### config.mk
export PLATFORM = sky130hd
export DESIGN_NAME = alu
export DESIGN_NICKNAME = d
export VERILOG_FILES = /design/src/rtl/alu.sv
export SDC_FILE = /design/constraint.sdc
export NUM_CORES = 1
export LEC_CHECK = 0
export CAP_MARGIN = 20
export CORE_ASPECT_RATIO = 0.7
export CORE_MARGIN = 4
export CORE_UTILIZATION = 30
export DETAILED_ROUTE_END_ITERATION = 8
export GPL_ROUTABILITY_DRIVEN = 0
export PLACE_DENSITY_LB_ADDON = 0.05
export REMOVE_ABC_BUFFERS = 1
export SETUP_SLACK_MARGIN = 0.15
export SYNTH_ARGS = -nofsm -noshare
export SYNTH_HDL_FRONTEND = slang
export SYNTH_SLANG_ARGS = --single-unit
### constraint.sdc
create_clock -name clk -period 6.4 [get_ports clk]
set_input_delay 1.28 -clock clk [delete_from_list [all_inputs] [get_ports clk]]
set_output_delay 1.28 -clock clk [all_outputs]
set_load 0.1 [all_outputs]
### src/rtl/alu.sv
// alu: 16-bit WISC execute ALU with registered {Z,V,N} flags; opcode 7 packed nibble add when ALU_PADDSB_EN is defined
module alu (
  input  logic        clk,
  input  logic        rst,
  input  logic [15:0] ALU_In1,
  input  logic [15:0] ALU_In2,
  input  logic [2:0]  Opcode,
  output logic [15:0] ALU_Out,
  output logic        Error,
  output logic [2:0]  flags
);
  logic [15:0] sum, diff, ror_res, pad_res;
  logic [31:0] ror_wide;
  logic [3:0]  sh;
  logic        add_pos_ovf, add_neg_ovf, sub_pos_sat, sub_neg_sat, add_sat, sub_sat, pad_err;
  logic [2:0]  flags_q, flags_d;
  assign sum         = ALU_In1 + ALU_In2;
  assign diff        = ALU_In1 - ALU_In2;
  assign sh          = ALU_In2[3:0];
  assign add_pos_ovf = ~ALU_In1[15] & ~ALU_In2[15] & sum[15];
  assign add_neg_ovf = ALU_In1[15] & ALU_In2[15] & ~sum[15];
  assign add_sat     = add_pos_ovf | add_neg_ovf;
  assign sub_neg_sat = ALU_In1[15] & ~ALU_In2[15] & (|ALU_In2) & ~diff[15];
  assign sub_pos_sat = ~ALU_In1[15] & (|ALU_In1) & ALU_In2[15] & diff[15];
  assign sub_sat     = sub_pos_sat | sub_neg_sat;
  assign ror_wide    = {ALU_In1, ALU_In1} >> sh;
  assign ror_res     = ror_wide[15:0];
`ifdef ALU_PADDSB_EN
  logic [3:0] nib_ovf;
  for (genvar n = 0; n < 4; n++) begin : g_nib
    logic [3:0] a, b, s;
    assign a          = ALU_In1[4*n +: 4];
    assign b          = ALU_In2[4*n +: 4];
    assign s          = a + b;
    assign nib_ovf[n] = (a[3] == b[3]) && (s[3] != a[3]);
    assign pad_res[4*n +: 4] = nib_ovf[n] ? (a[3] ? 4'h8 : 4'h7) : s;
  end
  assign pad_err = |nib_ovf;
`else
  assign pad_res = 16'h0000;
  assign pad_err = 1'b1;
`endif
  // result and error select by opcode
  always_comb begin
    ALU_Out = 16'h0000;
    Error   = 1'b0;
    case (Opcode)
      3'd0: begin
        ALU_Out = add_pos_ovf ? 16'h7FFF : add_neg_ovf ? 16'h8000 : sum;
        Error   = add_sat;
      end
      3'd1: begin
        ALU_Out = sub_pos_sat ? 16'h7FFF : sub_neg_sat ? 16'h8000 : diff;
        Error   = sub_sat;
      end
      3'd2, 3'd3: ALU_Out = ALU_In1 ^ ALU_In2;
      3'd4: ALU_Out = ALU_In1 << sh;
      3'd5: ALU_Out = $signed(ALU_In1) >>> sh;
      3'd6: ALU_Out = ror_res;
      default: begin
        ALU_Out = pad_res;
        Error   = pad_err;
      end
    endcase
  end
  // next flags: arithmetic writes all three, logic/shift writes Z only, packed add holds
  always_comb begin
    flags_d = flags_q;
    if (Opcode == 3'd0 || Opcode == 3'd1)
      flags_d = {ALU_Out == 16'h0000, Opcode == 3'd0 ? add_sat : sub_sat, ALU_Out[15]};
    else if (Opcode != 3'd7)
      flags_d[2] = ALU_Out == 16'h0000;
  end
  // flag register, reset overrides any update
  always_ff @(posedge clk) flags_q <= rst ? 3'b000 : flags_d;
  assign flags = flags_q;
endmodule

==> impl_metrics.json, run 1 <==
{
  "io_buffers": 56,
  "track_usage_pct": 24.9,
  "synthesis.area_um2": 4210,
  "fp.dieH_um": 107,
  "nets": 701,
  "root_buffer": "clkbuf_16",
  "design.core.area_um2": 13400,
  "drive_gt1_share_pct": 18.8,
  "worst_pin_slew_ns": 0.972,
  "syn_avg_cell_area_um2": 7.35,
  "post-route-period-util_pct": 95.9,
  "critPathCaptureType": "output pin",
  "first_pass_iters": 5,
  "worstPathArrival_ns": 4.86,
  "die_area_um2": 16000,
  "initial_core_util_pct": 31.3,
  "path_max_fanout": 10,
  "grt_pass1_vias": 4781,
  "rsz0062_at_grt": "false",
  "synthTopCellsByArea": "mux4_2 13%, ha_1 10%, mux2i_1 8.1%",
  "pin_count": 57,
  "peakVddDrop_mv": 0.0758,
  "status": "complete, no violations",
  "seq_area_frac_synth_pct": 1.43,
  "finalSetupTns_ns": 0,
  "synth_mux_area_share_pct": 23.9,
  "synth_top_area_cell": "mux4_2",
  "utilization_pct": 40.1,
  "synth_warnings": 0,
  "worst-setup-path-type": "in -> out",
  "max_freq_mhz": 163,
  "drt-initial-drc-count": 820,
  "clk_path_buf_depth": 2,
  "ys_types": 73,
  "hold_viol_final": 0,
  "setup_violations": 0,
  "hold_path_end": "flags[1]$_SDFFE_PP0P_",
  "hold_class": "reg -> reg",
  "grt_max_degree": 41,
  "yosysTopAreaCellShare_pct": 12.8,
  "htreeDepth": 1,
  "rr_worst_depth": 2,
  "numCtsBuffers": 3,
  "synth_ff_type": "dfxtp_1",
  "synth-simple-area-share_pct": 22.5,
  "drcViolationCount": 0,
  "hpwlAfterDp_mm": 16.8,
  "cts_tree": "done",
  "min_delay_path_depth": 2,
  "syn_inst": 573,
  "largest_reg_flops": 3,
  "p_leak_nw": 2.16,
  "drv_slew": 0,
  "num_antenna_cells": 0,
  "die_x_um": 150,
  "vias": 5153,
  "r2r_end": "flags[2]$_SDFFE_PP0P_",
  "p_per_area_nw_per_um2": 154,
  "cap_violations": 0,
  "synth_top_family_by_area": "compound AO/OA/AOI/OAI gates",
  "synth_compound_area_share_pct": 28.3,
  "setup.worst_path.start_class": "input port",
  "ys_seq_elements": 3,
  "worstPathRequired_ns": 5.12,
  "asyncSetResetFlopFracSynth_pct": 0,
  "grt_pass1_wl_mm": 30.5,
  "clk_pin_slew_worst_paths_ns": 0.03,
  "rows": 35,
  "min_period_ns": 6.14,
  "wl_mm": 20.6,
  "routedWlPerCell_um": 25.4,
  "r2r_slack_ns": 5.71,
  "synth_xor_area_share_pct": 4.37,
  "grt.overflow.total": 0,
  "clkLatencyLatePin_ns": 0.22,
  "synth-edff-count": 0,
  "synth_fa_ha_area_share_pct": 11.1,
  "timing.rr.start": "flags[2]$_SDFFE_PP0P_",
  "hold_start": "flags[1]$_SDFFE_PP0P_",
  "syn2layout_area_growth_pct": 27.9,
  "worst_clock_skew_ns": 0,
  "relSlewSlack_pct": 35.0,
  "clock-sinks": 3,
  "antenna_found_initial": 0,
  "drt-vias-per-instance": 6.35,
  "ant_nets": 0,
  "yosys-top-cells-count": "45 x nand2_1, 45 x nor2_1, 36 x inv_1, 34 x ha_1, 34 x mux2i_1"
}
worst max-delay path by stage:
stage	cells past startpoint	to	from	slack (ns)
final	13	ALU_Out[10]	ALU_In2[8]	0.26
after global routing	13	ALU_Out[10]	ALU_In2[8]	0.17
after detailed placement	13	ALU_Out[10]	ALU_In2[5]	0.1
after global placement	13	ALU_Out[10]	ALU_In2[5]	0.05
after floorplan	9	ALU_Out[0]	ALU_In2[2]	0.27
after CTS	13	ALU_Out[10]	ALU_In2[5]	0.15
area by class of cell:
cell class	instances	area (um^2)
clock buffer	4	78.8
multi-input combinational	484	3840
inverter	38	143
sequential	3	60.1
timing repair buffer	98	1040
tap	185	231
fill	1399	8060
layer usage:
layer / wire [um] / track usage [%]
met5: 0 / 0
met4: 337 / 3.59
met3: 2460 / 6.89
met2: 8660 / 37.3
met1: 9170 / 36.4
placed cells by master (no fill, tap or decap), types with 20 or more instances in the layout:
master           instances
clkdlybuf4s50_1         36
nor3_1                  20
a21oi_1                 29
nand2_1                 45
buf_4                   42
mux4_2                  24
o21ai_0                 23
mux2i_1                 34
nor2_1                  45
ha_1                    32
inv_1                   36
critical path, stage by stage:
cell and delay (ns):
clkdlybuf4s50_1 0.53, inv_1 0.06, ha_2 0.44, nand2_1 0.18
or3_1 0.44, o21ba_2 0.38, a21oi_4 0.13, o211a_1 0.36
buf_4 0.21, a221o_1 0.29, a21oi_1 0.22, nand2_1 0.14
buf_12 0.18
what timing repair did:
action	in CTS	in global routing
hold buffers	0	0
setup endpoints to repair	4	12
endpoints found under the hold margin	0	0
setup buffers	1	0
pin swaps	1	0
gates resized for setup	1	10
cell families (layout without fill, tap and decap cells):
kind of cell	after synthesis	after routing
fa+ha+maj	36	36
xor+xnor	21	21
compound gates	166	166
simple gates	192	192
flops	3	3
buf+inv	86	140
mux	69	69
where the power goes:
| part | internal (W) | switching, W | total, W |
|---|---|---|---|
| Combinational | 0.000262 | 0.000448 | 0.000710 |
| Sequential | 0.0000196 | 0.000000346 | 0.0000200 |
| Clock | 0.0000822 | 0.0000167 | 0.0000989 |
| Total | 0.000364 | 0.000465 | 0.000829 |
metrics by stage:
stage          setup WS [ns]  cells  hold WS [ns]  power, W  instance area (um^2)
2_1_floorplan          0.266    525         0.904  0.000431                  4000
3_3_place_gp          0.0485    807         0.465  0.000715                  5260
3_5_place_dp          0.0955    807         0.480  0.000709                  5260
4_1_cts                0.149    812         0.484  0.000813                  5350
5_1_grt                0.167    812         0.517  0.000865                  5390
6_report               0.262    812         0.475  0.000829                  5390
Note: power is estimated with default switching activity, not from simulation.
==> run 2, diff against run 1 <==
--- a/config.mk
+++ b/config.mk
@@ -9,6 +9,7 @@
 export CORE_ASPECT_RATIO = 0.7
 export CORE_MARGIN = 4
 export CORE_UTILIZATION = 30
+export CTS_CLUSTER_DIAMETER = 30
 export DETAILED_ROUTE_END_ITERATION = 8
 export GPL_ROUTABILITY_DRIVEN = 0
 export PLACE_DENSITY_LB_ADDON = 0.05
==> results of run 2 <==
Same layout as run 1: the final DEF is identical, and so are final timing and power.
==> run 3, diff against run 2 <==
--- a/config.mk
+++ b/config.mk
@@ -8,7 +8,7 @@
 export CAP_MARGIN = 20
 export CORE_ASPECT_RATIO = 0.7
 export CORE_MARGIN = 4
-export CORE_UTILIZATION = 30
+export CORE_UTILIZATION = 58
 export CTS_CLUSTER_DIAMETER = 30
 export DETAILED_ROUTE_END_ITERATION = 8
 export GPL_ROUTABILITY_DRIVEN = 0
==> impl_metrics.json, run 3 (synthesis results as in run 1) <==
{
  "max_freq_mhz": 162,
  "cts-resized-gates": 0,
  "crit_slowest_cell": "a2111oi_1",
  "stdcell_count": 714,
  "critPathCaptureType": "output pin",
  "cap_violations": 0,
  "place_area_um2": 5100,
  "syn2layout_area_growth_pct": 22.7,
  "p_leak_nw": 2.11,
  "max_stage_delay_ns": 0.49,
  "first_pass_iters": 8,
  "hpwlAfterDp_mm": 13.6,
  "critPathMostFrequentCell": "a31o_2",
  "cts_tree": "done",
  "rsz0062_at_grt": "true",
  "power.share.clock_pct": 7.1,
  "fillers": 558,
  "p_per_area_nw_per_um2": 149,
  "worstPathRequired_ns": 5.12,
  "post-place-cells": 710,
  "clkLatencyLatePin_ns": 0.21,
  "worst_pin_slew_ns": 0.985,
  "crit_chain": "clkdlybuf4s50_1, clkinv_1, ha_1, nor3b_1, o311ai_2, a31o_2, a31o_2, and4_1, or2_1, a2111oi_1, inv_1, buf_12",
  "routedWlPerCell_um": 24.5,
  "grt_pass1_vias": 4870,
  "final_design_area_no_fill_um2": 5170,
  "cts_setup_buffers": 0,
  "power.switching_w": 0.000450,
  "track_usage_pct": 39.1,
  "design.core.area_um2": 6910,
  "vias": 5382,
  "sw_frac_of_total_pct": 58.6,
  "drv_slew": 0,
  "rows": 25,
  "intPower_w": 0.000318,
  "hold_viol_final": 0,
  "p_seq_share_pct": 2.6,
  "worst_clock_skew_ns": 0,
  "seqCellArea_um2": 60.1,
  "htreeDepth": 1,
  "wl_mm": 17.5,
  "relSlewSlack_pct": 34.1,
  "die_area_um2": 8710,
  "drt-initial-drc-count": 1123,
  "drcViolationCount": 0,
  "antenna_found_initial": 0,
  "initial_core_util_pct": 60.9,
  "clk_pin_slew_worst_paths_ns": 0.03,
  "setup.worst_path.start_class": "input port",
  "largest_reg_flops": 3,
  "drive_gt1_share_pct": 17.1,
  "multiInputGateArea_um2": 3810,
  "peakVddDrop_mv": 0.122,
  "grt_max_degree": 40,
  "numCtsBuffers": 3,
  "status": "complete, no violations",
  "final_cell_mix": "45 x nor2_1, 45 x nand2_1, 38 x clkdlybuf4s50_1, 36 x inv_1, 35 x buf_4",
  "comb_power_share_pct": 90.2,
  "grt_pass1_wl_mm": 26.4,
  "min_period_ns": 6.17,
  "io_buffers": 56,
  "drt-vias-per-instance": 7.54,
  "grt.overflow.total": 0,
  "nets": 694,
  "path_max_fanout": 9,
  "pin_count": 57,
  "ant_nets": 0,
  "cts_hold_buffers": 0,
  "num_antenna_cells": 0,
  "root_buffer": "clkbuf_8",
  "die_x_um": 110,
  "post-route-period-util_pct": 96.4,
  "fp.dieH_um": 79.3,
  "worstPathArrival_ns": 4.89,
  "setup_violations": 0,
  "clock-sinks": 3,
  "hold_class": "reg -> reg",
  "worst-setup-path-type": "in -> out",
  "finalSetupTns_ns": 0,
  "clk_path_buf_depth": 2
}
-- run 3: cell count changes in the layout (fill, tap and decap cells not counted), sizes merged --
cell	before	now
buf	61	53
dlymetal6s2s	1	0
clkdlybuf4s50	36	38
-- run 3: area by class of cell --
class	count	share of cell area, %
flip-flops and latches	3	1.16
repair buffers	91	19.1
clock buffers	4	0.872
multi-input cells	484	73.8
inverters	38	2.76
well taps	94	2.28
-- run 3: metrics by stage --
stage                     hold WS, ns  util (%)  total power (W)  setup WS (ns)
after floorplan                 0.904         -         0.000431          0.266
after global placement          0.463      73.8         0.000678          0.427
after detailed placement        0.474      73.8         0.000685          0.256
after CTS                       0.486      74.5         0.000743          0.240
after global routing            0.508      74.8         0.000794          0.117
final                           0.482      74.8         0.000768          0.233
-- run 3: routing by layer --
layer	GRT usage, %	up-vias	wire [um]
met5	3.90	-	0
met4	11.6	0	763
met3	16.2	108	3240
met2	56.2	550	6990
met1	52.8	2441	6520
li1	-	2283	-
-- run 3: worst paths after layout --
path / cells past startpoint / end / slack [ns] / start
worst min-delay path: 2 / flags[2]$_SDFFE_PP0P_ / 0.48 / flags[2]$_SDFFE_PP0P_
worst min register to register: 2 / flags[2]$_SDFFE_PP0P_ / 0.48 / flags[2]$_SDFFE_PP0P_
worst max register to register: 2 / flags[2]$_SDFFE_PP0P_ / 5.70 / flags[2]$_SDFFE_PP0P_
worst max-delay path: 12 / ALU_Out[5] / 0.23 / ALU_In2[2]
-- run 3: power groups by stage --
| stage | combinational, W | clock (W) | sequential, W |
|---|---|---|---|
| 2_1_floorplan | 0.000405 | 0 | 0.0000260 |
| 3_3_place_gp | 0.000658 | 0 | 0.0000202 |
| 3_5_place_dp | 0.000664 | 0 | 0.0000204 |
| 4_1_cts | 0.000668 | 0.0000554 | 0.0000201 |
| 5_1_grt | 0.000716 | 0.0000580 | 0.0000201 |
| 6_report | 0.000693 | 0.0000549 | 0.0000201 |
-- run 3: worst max-delay path, delay by kind of cell --
| kind | cells | cell delay [ns] |
|---|---|---|
| buffers and inverters | 4 | 0.93 |
| adders and majority gates | 1 | 0.41 |
| AOI/OAI and AO/OA | 4 | 1.29 |
| and+or+nand+nor | 3 | 0.96 |
